<file path="config.mk">
export PLATFORM = sky130hd
export DESIGN_NAME = mod12_next
export DESIGN_NICKNAME = d
export VERILOG_FILES = /design/src/rtl/mod12_pkg.sv /design/src/rtl/mod12_next.sv
export SDC_FILE = /design/constraint.sdc
export NUM_CORES = 1
export LEC_CHECK = 0
export CAP_MARGIN = 20
export CORE_AREA = 2 2 39 41
export DETAILED_ROUTE_END_ITERATION = 12
export DIE_AREA = 0 0 41 43
export SLEW_MARGIN = 40
export SYNTH_ARGS = -nofsm -noshare
export SYNTH_HDL_FRONTEND = slang
export SYNTH_SLANG_ARGS = --single-unit
</file>
<file path="constraint.sdc">
create_clock -name vclk -period 1.25
set_clock_uncertainty 0.05 [all_clocks]
set_input_delay 0.125 -clock vclk [all_inputs]
set_output_delay 0.125 -clock vclk [all_outputs]
set_load 0.02 [all_outputs]
</file>
<file path="src/rtl/mod12_pkg.sv">
// Shared constants and state encoding for the mod-12 counter checker.
package mod12_pkg;
    localparam int CNT_W = 4;
    localparam logic [CNT_W-1:0] MOD12_MAX = 4'd11;
    localparam logic [7:0] ERR_CNT_MAX = 8'd255;

    typedef enum logic [1:0] {
        CHK_IDLE  = 2'd0,
        CHK_SYNC  = 2'd1,
        CHK_CHECK = 2'd2
    } chk_state_e;
endpackage

</file>
<file path="src/rtl/mod12_next.sv">
// Next value of a mod-12 up/down counter with parallel load.
module mod12_next
    import mod12_pkg::*;
(
    input  logic [CNT_W-1:0] cur,
    input  logic             load,
    input  logic             mode,
    input  logic [CNT_W-1:0] data_in,
    output logic [CNT_W-1:0] nxt
);
    always_comb begin
        nxt = data_in;
        if (!load) begin
            if (mode) begin
                nxt = (cur == MOD12_MAX) ? '0 : cur + 4'd1;
            end else begin
                nxt = (cur == '0) ? MOD12_MAX : cur - 4'd1;
            end
        end
    end
endmodule

</file>
==> metrics.csv, run 1 <==
metric;value;unit
status;finished, violations left;
failing checks;negative setup slack;
crit-path max FO;3;
Worst slew margin;79.9;%
Crit path required time;1.08;ns
worst setup slack after layout;-0.0502;ns
sequential standard cell area;0;um^2
Diodes inserted;0;
vias per inst;4.00;
standby leakage power;0.183;nW
remaining number of nets flagged by the antenna check after routing;0;
Post-CTS Repair Setup Buffers;0;
Min-Delay Path Depth;3;
floorplan die width;41;um
areal power density over the cells;364;nW/um^2
Critical Path Sink Type;output pin;
number of pins with negative max-slew slack in the final report;0;
beginning of the worst hold path;cur[0];
Final Cycle Share;104;%
met1 layer usage reported by global route;9.49;%
Remaining Overflow, GRT;0;
number of warnings reported in the yosys synthesis log;0;
final estimated routing congestion in global placement;0.662;
transition time at the pin with the least slew margin;0.301;ns
Clock buffer cells;0;
Max Freq;0.769;GHz
average wire per standard cell;8.49;um
io pins;14;
buffers added on ports;14;
end of the worst hold path;nxt[0];
number of vias after detailed routing;260;
TNS Setup;-0.0696;ns
number of max-cap violations;0;
average cell area after synthesis;5.82;um^2
worst hold-check path type;input port to output pin;
layout net count;63;
# fillers;164;
layout cell share with drive strength beyond 1;46.9;%
category of the worst setup path launch point;input port;
Core Util, Final;29.8;%
Unique masters post-synth;14;
drt first-iter violations;0;
Core Box Area;1380;um^2
category of the most critical setup path;input port to output pin;
busiest layer in global routing;met2;
total routing usage reported by global routing;6.59;%
number of flip-flops and latches;0;
number of core rows;14;
wire length of the first global-routing pass;890;um
largest net degree at the start of global routing;9;
area of the mapped netlist;169;um^2
data arrival time at the worst-slack endpoint;1.13;ns
via count of the first global-routing pass;250;
final-report setup violation count;2;
final hold violations;0;
vertical die dimension;43;um
number of detailed-routing iterations run before antenna repair;1;
area used by multi-input combinational logic;195;um^2
post-DP HPWL;422;um
met3 usage in global routing;0;%
final period demand of the worst path;1.30;ns
unrepaired setup endpoints after global routing;true;
starting utilization of the core area;12.2;%
pre-CTS setup slack;-1.01;ns
antenna violations before repair;0;
peak supply drop;119;uV
full die area;1760;um^2
DR DRC count;0;
Routed Wire Length;552;um
Post-CTS Hold Fix Bufs;0;
met2 usage;11.3;%
overall power after layout;150;uW
number of instances in the synthesized netlist;29;
Layout area overhead;144;%
sequential cell area fraction in the yosys report;0;%
Synthesized Nets;41;
[cell usage after synthesis, drive strengths merged]
cell type	number	area [um^2]
a21oi	2	10.0
nor2	1	3.75
mux2	1	11.3
nand2b	2	12.5
ha	2	25.0
o31ai	1	7.51
inv	2	7.51
a31oi	1	6.26
nand2	8	30.0
o22ai	1	6.26
xor2	1	8.76
or3	1	6.26
o21ai	5	25.0
xnor2	1	8.76
[power breakdown]
group	internal, mW	switching [mW]	leakage, nW
clock network	0	0	0
registers	0	0	0
logic	0.0833	0.0670	0.183
total	0.0833	0.0670	0.183
[metal layers]
layer	up-vias	share of wire [%]
met2	13	45
li1	142	-
met5	-	0
met1	105	43
met4	0	0
met3	0	12
[worst max path at each step]
stage | start | endpoint | slack, ns | depth (start not counted)
after global placement | cur[0] | nxt[2] | -0.98 | 8
final | cur[1] | nxt[3] | -0.05 | 9
after CTS | cur[1] | nxt[3] | -0.07 | 6
after global routing | cur[1] | nxt[3] | -0.09 | 9
after floorplan | cur[0] | nxt[1] | 0.007 | 4
after detailed placement | cur[0] | nxt[3] | -1.01 | 9
[final cells by class]
cell class	instances	share of cell area, %
Multi-Input combinational cell	27	47.3
Timing Repair Buffer	20	44.8
Inverter	2	3.03
Tap cell	16	4.85
[cell usage in the layout, fill, tap and decap left out, drive strengths merged]
master          n
a21oi           2
a31oi           1
buf            13
clkbuf          1
clkdlybuf4s50   4
dlygate4sd2     2
ha              2
inv             2
mux2            1
nand2           8
nand2b          2
nor2            1
o21ai           5
o22ai           1
o31ai           1
or3             1
xnor2           1
xor2            1
[through the flow]
| stage | cell area [um^2] | hold WS (ns) | cells |
|---|---|---|---|
| 2_1_floorplan | 174 | 0.303 | 29 |
| 3_3_place_gp | 379 | 1.21 | 65 |
| 3_5_place_dp | 379 | 1.21 | 65 |
| 4_1_cts | 383 | 0.635 | 65 |
| 5_1_grt | 413 | 0.535 | 65 |
| 6_report | 413 | 0.502 | 65 |
[critical path, cell delays in order]
cell	delay, ns
sky130_fd_sc_hd__buf_8	0.08
sky130_fd_sc_hd__inv_4	0.03
sky130_fd_sc_hd__ha_4	0.15
sky130_fd_sc_hd__buf_6	0.11
sky130_fd_sc_hd__nor2_2	0.10
sky130_fd_sc_hd__o21ai_1	0.07
sky130_fd_sc_hd__a31oi_1	0.21
sky130_fd_sc_hd__o31ai_2	0.09
sky130_fd_sc_hd__buf_4	0.16
[timing repair]
action / in CTS / in global routing
pin swaps: 4 / 4
endpoints found under the setup margin: 4 / 4
resized for setup: 46 / 13
[logic make-up after synthesis]
kind of cell	after synthesis	share of synthesized area (%)
fa+ha+maj	2	14.8
buf+inv	2	4.45
xor+xnor	2	10.4
mux	1	6.67
simple gates	12	31.1
compound gates	10	32.6
(Power assumes the default switching activity.)
==> inputs of run 2 (changes only) <==
--- a/config.mk
+++ b/config.mk
@@ -9,6 +9,7 @@
 export CORE_AREA = 2 2 39 41
 export DETAILED_ROUTE_END_ITERATION = 12
 export DIE_AREA = 0 0 41 43
+export SKIP_LAST_GASP = 1
 export SLEW_MARGIN = 40
 export SYNTH_ARGS = -nofsm -noshare
 export SYNTH_HDL_FRONTEND = slang
==> metrics.csv, run 2 (synthesis gave the netlist of run 1 again) <==
metric;value;unit
status;finished, violations left;
failing checks;negative setup slack;
beginning of the worst hold path;cur[0];
full die area;1760;um^2
Diodes inserted;0;
number of vias after detailed routing;262;
met3 usage in global routing;0;%
final estimated routing congestion in global placement;0.662;
most common library cell in the layout ignoring fill and taps;sky130_fd_sc_hd__nand2_1;
average wire per standard cell;8.77;um
DR DRC count;0;
floorplan die width;41;um
peak supply drop;116;uV
category of the most critical setup path;input port to output pin;
final period demand of the worst path;1.30;ns
Layout area overhead;141;%
peak per-stage delay on the critical path;0.21;ns
met1 layer usage reported by global route;10.1;%
sequential standard cell area;0;um^2
Routed Wire Length;570;um
largest net degree at the start of global routing;9;
via count of the first global-routing pass;238;
wire length of the first global-routing pass;883;um
count of buffer and inverter cells on the critical path;4;
total routing usage reported by global routing;6.49;%
Post-CTS Repair Setup Buffers;0;
number of pins with negative max-slew slack in the final report;0;
data arrival time at the worst-slack endpoint;1.13;ns
worst setup slack after layout;-0.0532;ns
io pins;14;
Post-CTS Hold Fix Bufs;0;
timing endpoint of the critical path;nxt[3];
buffers added on ports;14;
remaining number of nets flagged by the antenna check after routing;0;
drt first-iter violations;0;
source of the critical timing path;cur[0];
starting utilization of the core area;12.2;%
number of max-cap violations;0;
Final Cycle Share;104;%
instance count after placement with tap cells included;65;
number of flip-flops and latches;0;
areal power density over the cells;364;nW/um^2
Max Freq;0.767;GHz
cell with the largest stage delay on the worst path;sky130_fd_sc_hd__a31oi_1;
WP depth;9;
family with the most delay on the worst path;buffers and inverters;
area used by multi-input combinational logic;199;um^2
final hold violations;0;
met2 usage;10.3;%
post-layout instance count excluding filler cells;65;
Remaining Overflow, GRT;0;
layout cell share with drive strength beyond 1;46.9;%
Core Box Area;1380;um^2
category of the worst setup path launch point;input port;
crit-path max FO;4;
Worst slew margin;80.1;%
# fillers;163;
final-report setup violation count;1;
leading cell types in the layout, fill and taps excluded;sky130_fd_sc_hd__nand2_1 (8), sky130_fd_sc_hd__buf_4 (6), sky130_fd_sc_hd__buf_6 (4), sky130_fd_sc_hd__clkdlybuf4s50_1 (4), sky130_fd_sc_hd__o21ai_0 (3);
number of detailed-routing iterations run before antenna repair;1;
Critical Path Sink Type;output pin;
unrepaired setup endpoints after global routing;true;
Post-Route Hold Slack;0.499;ns
vias per inst;4.03;
standby leakage power;0.183;nW
layout net count;63;
antenna violations before repair;0;
Clock buffer cells;0;
vertical die dimension;43;um
transition time at the pin with the least slew margin;0.299;ns
post-DP HPWL;422;um
busiest layer in global routing;met2;
Cell Chain, Critical Path;buf_8 > inv_2 > ha_4 > buf_6 > nor2_2 > o21ai_1 > a31oi_1 > o31ai_2 > buf_4;
Crit path required time;1.08;ns
pre-CTS setup slack;-1.01;ns
number of core rows;14;
worst hold-check path type;input port to output pin;
-- run 2: cell counts in the layout (fill, tap and decap cells not counted) --
Identical to the previous run, type by type.
-- run 2: area by class of cell --
cell class / count / share of cell area (%)
Multi-Input combinational cell: 27 / 48.9
Timing Repair Buffer: 20 / 43.7
Tap cell: 16 / 4.92
Inverter: 2 / 2.46
-- run 2: stage by stage --
step	setup TNS [ns]	instance area, um^2	total power, mW	util (%)
finish	-0.0532	407	0.148	29.4
global route	-0.140	407	0.162	29.4
CTS	-0.223	358	0.131	25.9
detailed placement	-3.33	379	0.141	27.4
global placement	-3.25	379	0.139	27.4
floorplan	0	174	0.0549	-
-- run 2: power breakdown --
| group | internal, mW | total, mW | switching, mW |
|---|---|---|---|
| Sequential | 0 | 0 | 0 |
| Clock | 0 | 0 | 0 |
| Combinational | 0.0813 | 0.148 | 0.0667 |
| Total | 0.0813 | 0.148 | 0.0667 |
-- run 2: worst min path at each step --
stage	end	cells after the start
2_1_floorplan	nxt[3]	1
3_3_place_gp	nxt[2]	4
3_5_place_dp	nxt[2]	4
4_1_cts	nxt[2]	5
5_1_grt	nxt[0]	3
6_report	nxt[0]	3
-- run 2: layer usage --
metal	wire [um]	up-vias
met3	67	0
met2	265	13
li1	-	143
met5	0	-
met4	0	0
met1	238	106
-- run 2: repair_timing --
action / in CTS / in global routing
pin swaps: 3 / 5
endpoints found under the hold margin: 0 / 0
gates resized for setup: 38 / 19
endpoints found under the setup margin: 4 / 4
